===== config.mk =====
export PLATFORM = sky130hd
export DESIGN_NAME = life_gen_sequencer
export DESIGN_NICKNAME = d
export VERILOG_FILES = /design/src/rtl/life_pkg.sv /design/src/rtl/row_wrap_ctr.sv /design/src/rtl/life_gen_sequencer.sv
export SDC_FILE = /design/constraint.sdc
export NUM_CORES = 1
export LEC_CHECK = 0
export ABC_AREA = 1
export ABC_CLOCK_PERIOD_IN_PS = 2500
export BUFFER_PORTS_ARGS = -buffer_cell sky130_fd_sc_hd__buf_2
export CORE_ASPECT_RATIO = 0.75
export CORE_UTILIZATION = 55
export DETAILED_ROUTE_END_ITERATION = 8
export PLACE_DENSITY = 0.77
export SETUP_SLACK_MARGIN = 0.3
export SYNTH_ARGS = -nofsm -noshare
export SYNTH_HDL_FRONTEND = slang
export SYNTH_SLANG_ARGS = --single-unit

===== constraint.sdc =====
create_clock -name clk_50MHz_i -period 2.5 [get_ports clk_50MHz_i]
set_clock_uncertainty 0.15 [all_clocks]
set_input_delay 0.125 -clock clk_50MHz_i [delete_from_list [all_inputs] [get_ports clk_50MHz_i]]
set_output_delay 0.125 -clock clk_50MHz_i [all_outputs]
set_load 0.005 [all_outputs]

===== src/rtl/life_pkg.sv =====
// life_pkg: shared geometry and FSM encoding for the life generation sequencer.
package life_pkg;
    localparam int ROWS = 20;
    localparam int COLS = 20;
    localparam int AW   = 5;
    localparam logic [2:0] S_IDLE  = 3'd0;
    localparam logic [2:0] S_READ  = 3'd1;
    localparam logic [2:0] S_SHIFT = 3'd2;
    localparam logic [2:0] S_CALC  = 3'd3;
    localparam logic [2:0] S_WRITE = 3'd4;
    localparam logic [2:0] S_DONE  = 3'd5;
    function automatic logic [AW-1:0] wrap_inc(input logic [AW-1:0] v);
        return (v == AW'(ROWS - 1)) ? '0 : v + 1'b1;
    endfunction
endpackage


===== src/rtl/row_wrap_ctr.sv =====
// row_wrap_ctr: modulo-ROWS row counter with synchronous load and increment.
module row_wrap_ctr
    import life_pkg::*;
#(
    parameter logic [AW-1:0] RST_VAL = '0
) (
    input  logic          clk_50MHz_i,
    input  logic          rst_i,
    input  logic          load,
    input  logic [AW-1:0] load_val,
    input  logic          inc,
    output logic [AW-1:0] q
);
    always_ff @(posedge clk_50MHz_i) begin
        if (rst_i)
            q <= RST_VAL;
        else if (load)
            q <= load_val;
        else if (inc)
            q <= wrap_inc(q);
    end
endmodule


===== src/rtl/life_gen_sequencer.sv =====
// life_gen_sequencer: walks the 20 rows of a life board, preloading a 3-row window,
// requesting the cell computation for each centre row and writing the result back.
module life_gen_sequencer
    import life_pkg::*;
(
    input  logic          clk_50MHz_i,
    input  logic          rst_i,
    input  logic          start_i,
    input  logic          calc_ack_i,
    output logic          rd_en_o,
    output logic [AW-1:0] rd_addr_o,
    output logic          sipo_en_o,
    output logic          calc_req_o,
    output logic          wr_en_o,
    output logic [AW-1:0] wr_addr_o,
    output logic          busy_o,
    output logic          done_o
);
    logic [2:0]    state, nxt;
    logic [1:0]    p;
    logic [AW-1:0] r, f;
    logic          go, preload, last_row, adv;

    assign go       = (state == S_IDLE) && start_i;
    assign preload  = (state == S_SHIFT) && (p < 2'd2);
    assign last_row = (r == AW'(ROWS - 1));
    assign adv      = (state == S_WRITE) && !last_row;

    always_comb begin
        nxt = S_IDLE;
        case (state)
            S_IDLE:  nxt = start_i ? S_READ : S_IDLE;
            S_READ:  nxt = S_SHIFT;
            S_SHIFT: nxt = preload ? S_READ : S_CALC;
            S_CALC:  nxt = calc_ack_i ? S_WRITE : S_CALC;
            S_WRITE: nxt = last_row ? S_DONE : S_READ;
            default: nxt = S_IDLE;
        endcase
    end

    row_wrap_ctr #(.RST_VAL('0)) u_row (
        .clk_50MHz_i (clk_50MHz_i),
        .rst_i       (rst_i),
        .load        (go),
        .load_val    ('0),
        .inc         (adv),
        .q           (r)
    );

    // the fetch pointer runs one row ahead of the centre row once preload is done
    row_wrap_ctr #(.RST_VAL(AW'(ROWS - 1))) u_fetch (
        .clk_50MHz_i (clk_50MHz_i),
        .rst_i       (rst_i),
        .load        (go),
        .load_val    (AW'(ROWS - 1)),
        .inc         (preload || adv),
        .q           (f)
    );

    always_ff @(posedge clk_50MHz_i) begin
        if (rst_i) begin
            state      <= S_IDLE;
            p          <= '0;
            rd_en_o    <= 1'b0;
            sipo_en_o  <= 1'b0;
            calc_req_o <= 1'b0;
            wr_en_o    <= 1'b0;
            busy_o     <= 1'b0;
            done_o     <= 1'b0;
        end else begin
            state      <= nxt;
            p          <= go ? 2'd0 : preload ? p + 2'd1 : p;
            rd_en_o    <= (nxt == S_READ);
            sipo_en_o  <= (nxt == S_SHIFT);
            calc_req_o <= (nxt == S_CALC);
            wr_en_o    <= (nxt == S_WRITE);
            busy_o     <= (nxt != S_IDLE);
            done_o     <= (nxt == S_DONE);
        end
    end

    assign rd_addr_o = rd_en_o ? f : '0;
    assign wr_addr_o = wr_en_o ? r : '0;
endmodule

==> results.yml <==
cts:
  cts_max_level: 1
  cts_resized: 0
  cts_buffers: 3
  clk_pin_slew_ns: 0.11
  clock_path_buffers: 2
  clock-sinks: 21
  postCtsSetupBuffers: 0
  clkLatencyLatePin_ns: 0.30
  clockRootBuffer: "clkbuf_4"
  cts_tree: "done"
power_and_ir_drop:
  leakage_nw: 0.728
  irDropWorstVdd_v: 0.000399
  p_per_area_mw_per_mm2: 472
  total_power_mw: 0.587
synthesis:
  syn_inst: 165
  synth_cell_types: 22
  ys_warn_count: 0
  synth-seq-cells: 21
  netlist_area_sq_mm: 0.00111
  syn_nets: 171
  avgSynthCellArea_sq_um: 6.75
  ys_seq_area_frac: 0.378
setup_path:
  critPathKind: "register to register"
  ff2ff_setup_slack_ns: 0.88
  cp-startpoint: "u_row.q[1]$_SDFFE_PP0P_"
  crit_fanout: 11
  slowest_stage: "dfxtp_1"
  path_common_cell: "nand2_1"
  path_cells: "ha_1 > nand2_1 > inv_1 > nand2_4 > nand2_2 > nand2_1 > nand2_1 > nand3_1"
  required_ns: 2.55
  timing.rr.end: "u_fetch.q[4]$_SDFFE_PP1P_"
  reg2reg_depth: 8
  arrival_ns: 1.67
  r2r_start: "u_row.q[1]$_SDFFE_PP0P_"
  crit_buf_inv: 1
  cp_top_family: "simple AND/OR/NAND/NOR gates"
  endpoint_kind: "register"
  crit_cells: 8
  critPathMaxStageDelay_ns: 0.39
  critPathLaunchType: "register"
floorplanning:
  core_area_sq_mm: 0.00182
  die_y_microns: 41.0
  rows: 13
  ios: 20
  die_w_microns: 54.0
  start_util: 0.611
  fp.dieArea_sq_mm: 0.00221
hold_path:
  min_from: "start_i"
  min_path_cells: 5
  hp-class: "primary input to register"
  whs_endpoint: "state[0]$_SDFF_PP0_"
sta:
  min_period_ns: 1.62
  relSlewSlack: 0.742
  setup_viol: 0
  hold_violations: 0
  fmax_ghz: 0.617
  tightest_slew_ns: 0.387
  rsz0062_at_grt: "false"
  fin_ws_ns: 0.880
  whs_ns: 0.0729
  slew_viol_final: 0
  fin_crit_sh: 0.648
  setup-tns-final_ns: 0
routing:
  vias: 1024
  detail_route.iter0.violations: 19
  viasPerCell: 4.92
  ant_nets: 0
  drc: 0
  wl_per_cell_microns: 10.3
  wl_microns: 2130
  drt_first_pass_iters: 4
grt:
  grt_pass1_vias: 780
  antenna_found_initial: 0
  grt_pass1_wl_microns: 3360
  grt_max_degree: 12
  grtUsageTotal: 0.226
  grt_overflow: 0
final_layout:
  fill_cells: 187
  drive_gt1_frac: 0.177
  syn2layout_area_growth_pct: 11.7
  diodes: 0
  nets: 193
place:
  portBuffers: 19
  routabilityCongestion: 0.957
  dp_hpwl_microns: 1690
  place_ws_ns: 0.890
run:
  maxCapViolCount: 0
run_status:
  status: "complete, no violations"
==> worst register-to-register path, cell delays in order (launching register included) <==
cell,delay [ns]
dfxtp_1,0.39
ha_1,0.24
nand2_1,0.08
inv_1,0.09
nand2_4,0.07
nand2_2,0.17
nand2_1,0.16
nand2_1,0.10
nand3_1,0.06
==> cell type report <==
type,instances,area (sq um),share of cell area
clock buffer,4,26.3,0.0211
inverter,33,126,0.102
multi-input combinational,107,528,0.425
sequential,21,420,0.338
tap,22,27.5,0.0221
timing repair buffer,21,115,0.0926
==> metrics by stage <==
step / utilization / cells / area (sq um)
after detailed placement: 0.657 / 202 / 1200
after floorplan: - / 165 / 1110
after global routing: 0.683 / 208 / 1240
after global placement: 0.657 / 202 / 1200
final: 0.683 / 208 / 1240
after CTS: 0.683 / 208 / 1240
==> registers in the layout, indices dropped and copies added (netlist names) <==
| name | cells |
|---|---|
| p | 2 |
| rd_en_o | 1 |
| calc_req_o | 1 |
| u_row.q | 5 |
| done_o | 1 |
| u_fetch.q | 5 |
| sipo_en_o | 1 |
| wr_en_o | 1 |
| busy_o | 1 |
| state | 3 |
==> how the worst max path moves through the flow <==
| stage | end | slack (ns) |
|---|---|---|
| 3_5_place_dp | u_fetch.q[4]$_SDFFE_PP1P_ | 0.89 |
| 5_1_grt | u_fetch.q[1]$_SDFFE_PP1P_ | 0.72 |
| 3_3_place_gp | u_fetch.q[4]$_SDFFE_PP1P_ | 0.96 |
| 4_1_cts | u_fetch.q[4]$_SDFFE_PP1P_ | 0.88 |
| 2_1_floorplan | u_row.q[0]$_SDFFE_PP0P_ | 1.14 |
| 6_report | u_fetch.q[4]$_SDFFE_PP1P_ | 0.88 |
==> placed cells by master (no fill, tap or decap), types with 2 or more instances in the layout <==
cell	instances
nand2_1	40
inv_1	29
dfxtp_1	21
nor2_1	20
nand3_1	19
buf_2	19
nand4_1	6
a21oi_1	5
inv_2	3
o21ai_0	3
clkbuf_4	3
nand2_2	2
nor3_1	2
o21ai_1	2
ha_1	2
dlygate4sd3_1	2
==> repair_timing <==
action,in CTS,in global routing
endpoints found under the setup margin,0,0
hold buffers,2,0
hold endpoints to repair,4,0
==> kinds of logic after synthesis <==
kind of cell,Yosys count,share of synthesized area
flip-flops,21,0.378
AO/OA/AOI/OAI,11,0.0528
XOR/XNOR,1,0.00787
AND/OR/NAND/NOR,93,0.391
adder cells (fa/ha/maj),2,0.0225
buffers and inverters,37,0.148
==> power breakdown <==
group          total [mW]  internal [mW]  switching, mW
Sequential          0.356          0.345         0.0107
Combinational      0.0724         0.0294         0.0430
Clock               0.159         0.0623         0.0967
==> cells in the mapped netlist, drive strengths merged <==
library cell	n	area share
nand3	19	0.085
ha	2	0.022
nor3	2	0.0090
xor2	1	0.0079
dfxtp	21	0.38
nor2	22	0.096
nand2	43	0.16
inv	33	0.11
a21oi	5	0.022
o21ai	6	0.030
nand4	7	0.045
buf	4	0.035
==> layer usage <==
layer / wire (microns) / track usage / vias up
li1: - / - / 555
met1: 1090 / 0.302 / 441
met2: 911 / 0.349 / 25
met3: 118 / 0.0852 / 3
met4: 12 / 0.0461 / 0
met5: 0 / 0 / -
(Power assumes the default switching activity.)
